--- src/rtl/nx1_pkg.sv ---
// Shared definitions for the X1 graphic VRAM access sequencer.
package nx1_pkg;

  // VRAM plane codes, the top two bits of the VRAM address
  localparam logic [1:0] PL_B = 2'd1;
  localparam logic [1:0] PL_R = 2'd2;
  localparam logic [1:0] PL_G = 2'd3;

  typedef enum logic [1:0] {IDLE, ACC1, ACC2, HOLD} state_e;

  // In DAM mode the addressed plane is skipped and the other two are written.
  // Result is {first, second}; sel=0 never starts a sequence.
  function automatic logic [3:0] dam_pair(input logic [1:0] sel);
    logic [3:0] pair;
    case (sel)
      2'd1:    pair = {PL_R, PL_G};
      2'd2:    pair = {PL_B, PL_G};
      2'd3:    pair = {PL_B, PL_R};
      default: pair = 4'd0;
    endcase
    return pair;
  endfunction

endpackage

--- src/rtl/nx1_gram_dam.sv ---
// Graphic VRAM access sequencer: turns CPU I/O cycles to 0x4000-0xFFFF into
// one plane access, or two plane writes when DAM mode is active.
module nx1_gram_dam
  import nx1_pkg::*;
#(
  parameter int unsigned AW = 14
) (
  input  logic          C_CLK,
  input  logic          I_RESET_n,
  input  logic [15:0]   I_A,
  input  logic [7:0]    I_D,
  input  logic          I_WR,
  input  logic          I_RD,
  input  logic          I_GRAM_CS,
  input  logic          I_DAM,
  output logic          O_WAIT,
  output logic [7:0]    O_DQ,
  output logic [AW+1:0] O_VA,
  output logic [7:0]    O_VD,
  output logic          O_VREQ,
  output logic          O_VWE,
  input  logic          I_VACK,
  input  logic [7:0]    I_VQ
);

  state_e        state;
  logic          strb_q;
  logic          wait_q;
  logic          we_q;
  logic          dam_q;
  logic [1:0]    sec_q;
  logic [AW-1:0] off_q;

  logic          strb;
  logic          start;
  logic [1:0]    sel;
  logic [3:0]    pair;
  logic [1:0]    first_pl;

  // Start detection and first-plane selection from the live CPU cycle
  always_comb begin
    sel      = I_A[15:14];
    pair     = dam_pair(sel);
    strb     = (I_WR | I_RD) & I_GRAM_CS;
    start    = strb & ~strb_q & (sel != 2'd0) & (state == IDLE);
    first_pl = (I_WR && I_DAM) ? pair[3:2] : sel;
  end

  // Wait is raised combinationally in the start cycle so the CPU is held
  // before the registered request appears; reset forces it low.
  assign O_WAIT = wait_q | (start & I_RESET_n);

  // Sequencer FSM with registered VRAM bus and read-data capture
  always_ff @(posedge C_CLK or negedge I_RESET_n) begin
    if (!I_RESET_n) begin
      state  <= IDLE;
      strb_q <= 1'b0;
      wait_q <= 1'b0;
      we_q   <= 1'b0;
      dam_q  <= 1'b0;
      sec_q  <= 2'd0;
      off_q  <= '0;
      O_DQ   <= 8'd0;
      O_VA   <= '0;
      O_VD   <= 8'd0;
      O_VREQ <= 1'b0;
      O_VWE  <= 1'b0;
    end else begin
      strb_q <= strb;
      unique case (state)
        IDLE: begin
          if (start) begin
            state  <= ACC1;
            wait_q <= 1'b1;
            we_q   <= I_WR;
            dam_q  <= I_DAM;
            sec_q  <= pair[1:0];
            off_q  <= I_A[AW-1:0];
            O_VA   <= {first_pl, I_A[AW-1:0]};
            O_VD   <= I_D;
            O_VREQ <= 1'b1;
            O_VWE  <= I_WR;
          end
        end
        ACC1: begin
          if (I_VACK) begin
            if (we_q && dam_q) begin
              // Back-to-back second write, no idle gap on the bus
              state <= ACC2;
              O_VA  <= {sec_q, off_q};
            end else begin
              state  <= HOLD;
              wait_q <= 1'b0;
              O_VREQ <= 1'b0;
              O_VWE  <= 1'b0;
              if (!we_q) begin
                O_DQ <= I_VQ;
              end
            end
          end
        end
        ACC2: begin
          if (I_VACK) begin
            state  <= HOLD;
            wait_q <= 1'b0;
            O_VREQ <= 1'b0;
            O_VWE  <= 1'b0;
          end
        end
        HOLD: begin
          // Strobe must drop before a new cycle can be recognised
          if (!I_WR && !I_RD) begin
            state <= IDLE;
          end
        end
        default: state <= IDLE;
      endcase
    end
  end

endmodule

--- config.mk ---
export PLATFORM = sky130hd
export DESIGN_NAME = nx1_gram_dam
export DESIGN_NICKNAME = d
export VERILOG_FILES = /design/src/rtl/nx1_pkg.sv /design/src/rtl/nx1_gram_dam.sv
export SDC_FILE = /design/constraint.sdc
export NUM_CORES = 1
export LEC_CHECK = 0
export ABC_CLOCK_PERIOD_IN_PS = 2300
export CAP_MARGIN = 15
export CORE_ASPECT_RATIO = 0.7
export CORE_MARGIN = 2
export CORE_UTILIZATION = 45
export CTS_CLUSTER_DIAMETER = 100
export CTS_CLUSTER_SIZE = 20
export DETAILED_ROUTE_END_ITERATION = 7
export GPL_ROUTABILITY_DRIVEN = 1
export PLACE_DENSITY = 0.75
export SLEW_MARGIN = 20
export SYNTH_ARGS = -nofsm -noshare
export SYNTH_HDL_FRONTEND = slang
export SYNTH_SLANG_ARGS = --single-unit
--- constraint.sdc ---
create_clock -name C_CLK -period 2.3 [get_ports C_CLK]
set_input_delay 0.46 -clock C_CLK [delete_from_list [all_inputs] [get_ports C_CLK]]
set_output_delay 0.46 -clock C_CLK [all_outputs]
set_load 0.1 [all_outputs]
==> summary.txt <==
Status: finished clean
Most frequent cells in the layout: 56 x mux2_2, 55 x dfrtp_1, 45 x buf_4
Reg-to-Reg End: O_VA[12]
DRC: 0
Min Tclk post-route: 2100 ps
Period Utilization, post-route: 91.2%
RSZ-0062 raised after global routing: no
Die Area: 6180 um^2
Post-DP Area: 3300 um^2
Ys Warns: 0
Cells along the critical path: clkdlybuf4s50_1 -> o21a_2 -> nand3_2 -> o21ai_4 -> buf_12
Max Slew Vio Count: 0
Fillers: 421
Vias: 1634
Crit path DAT: 1640 ps
IO Port Bufs: 73
Most common cell after layout, fill and taps aside: mux2_2
Worst skew pair latency: 310 ps
Hold Vio Cnt, Final: 0
Mean Syn Cell Area: 14.5 um^2
Crit path max-delay family: buffers and inverters
Design Area, Final: 3450 um^2
Cts hold-fix bufs: 0
WP depth: 5
Bufs and invs on worst path: 2
Initial Utilization: 47.1%
#FFs+latches synth: 55
Mapped Cells: 172
Clock Sinks: 55
Crit path kind: in2out
Deepest clock path buffer count: 2
Synthesized area: 2500 um^2
Mapped Nets: 218
# diodes: 0
Crit path max fanout: 3
Worst Path Required: 1840 ps
Die width: 93.1 um
Min-delay worst type: in2async
Drt first pass iters: 4
Slowest stage delay, CP: 490 ps
Setup Skew: 10.5 ps
Initial drt markers: 63
CP Capture Point: O_WAIT
Worst-path clk slew: 100 ps
Synth-to-Final Area Change: 38.0%
CP Capture Type: primary output
Worst Setup SP: I_WR
Die extent in y: 66.4 um
Core area: 5310 um^2
Ratio of cells with drive above 1 in the final layout: 50.6%
Final Setup Violations: 0
Gr usage total: 17.5%
Slew margin rel.: 53.2%
Seq/Total Area, Yosys: 55.0%
Max H-tree Level: 2
R2r setup slk: 410 ps
Peak Freq: 477 MHz
CP max-delay cell: clkdlybuf4s50_1
Drt via density: 4.97
Origin of the critical flop-to-flop path: state[0]
Largest net degree at the start of global routing: 56
Num CTS Buffers: 5
TritonCTS clock tree: done
IO Pins: 74
Least-Margin Pin Slew: 702 ps
Final-stage net count: 302
Antenna violations before repair: 0
Yosys cell types: 22
HPWL after detailed placement: 3.64 mm
Worst Reg-to-Reg Cells: 7
Max-cap violation count: 0
Final ANT Viol Nets: 0
First-pass GRT wire length: 8.31 mm
Grt ovf: 0
Root buffer cell: clkbuf_8
Routability cong.: 0.770
Number of global-route vias before repair: 1721
Total Wirelength: 5.05 mm
CP Launch Type: input pin
Drt wl/cell: 15.4 um
Rows: 22
==> cell families after synthesis <==
group,count (synthesis),share of synthesized area [%]
buffers and inverters,15,3.10
and+or+nand+nor,15,2.90
muxes,69,32.4
AOI/OAI and AO/OA,11,3.05
adders and majority gates,7,3.50
DFF,55,55.0
==> state kept, by name, indices dropped and copies added, names as in the netlist <==
signal  flops
O_VWE       1
O_VA       16
state       2
wait_q      1
we_q        1
O_VD        8
sec_q       2
off_q      14
O_DQ        8
strb_q      1
dam_q       1
==> cells in the mapped netlist <==
cell      count  area [um^2]
mux2_2       56          631
dfrtp_1      55         1380
mux2_4       10          150
nand2_1       8         30.0
ha_1          7         87.6
inv_1         7         26.3
o21ai_0       6         30.0
buf_2         5         25.0
mux2i_1       3         30.0
buf_6         2         22.5
nor2_1        2         7.51
a22o_1        1         8.76
and2_1        1         6.26
clkbuf_1      1         3.75
nand3_1       1         5.00
nand3_2       1         10.0
nand3b_1      1         7.51
nor2b_1       1         6.26
o21a_2        1         8.76
o221a_2       1         11.3
o221ai_1      1         8.76
o311ai_0      1         8.76
==> stage by stage <==
stage | hold WS (ps) | TNS (ps) | instances | setup WS [ps] | util [%]
finish | 297 | 0 | 329 | 202 | 65.0
global placement | 470 | 0 | 320 | 20.2 | 62.1
floorplan | 164 | 0 | 172 | 44.1 | -
detailed placement | 480 | -83.1 | 320 | -17.0 | 62.1
CTS | 310 | 0 | 328 | 34.8 | 64.6
global route | 349 | 0 | 329 | 107 | 65.0
==> routing by layer <==
| metal | part of all wire, % | wire, um | vias to the layer above | track usage, % |
|---|---|---|---|---|
| met1 | 50 | 2530 | 816 | 25.5 |
| met2 | 44 | 2220 | 41 | 25.9 |
| li1 | - | - | 770 | - |
| met3 | 5.1 | 260 | 7 | 5.02 |
| met5 | 0 | 0 | - | 0 |
| met4 | 0.75 | 38 | 0 | 3.86 |
==> worst min-delay path by stage <==
stage	startpoint	endpoint	slack, ps	cells past startpoint
after global routing	I_RESET_n	O_DQ[3]	350	2
after global placement	sec_q[1]	sec_q[1]	470	2
final	I_RESET_n	O_DQ[2]	300	2
after detailed placement	sec_q[1]	sec_q[1]	480	2
after floorplan	I_RESET_n	O_DQ[0]	160	0
after CTS	I_RESET_n	O_VA[0]	310	2
==> what timing repair did <==
action | 4_1_cts | 5_1_grt
setup endpoints to repair | 0 | 1
gates resized for setup | 0 | 6
endpoints found under the hold margin | 0 | 0
setup buffers | 0 | 1
==> area by class of cell <==
class                           count  area [um^2]  area share, %
Clock buffer                        5         68.8           1.99
Clock inverter                      3         67.6           1.96
Inverter                            7         26.3          0.761
Multi-Input combinational cell    102         1060           30.8
Sequential cell                    55         1380           39.9
Tap cell                           72         90.1           2.61
Timing Repair Buffer               85          758           22.0
==> worst register-to-register path: stages (launching register included) <==
cell	delay (ps)
dfrtp_1	450
inv_1	110
ha_1	230
nand3_2	130
buf_4	160
a22o_1	230
buf_12	170
mux2_4	300
Power is not shown: default switching activity piles up to over one toggle a cycle in this logic, so the estimate is an artifact.
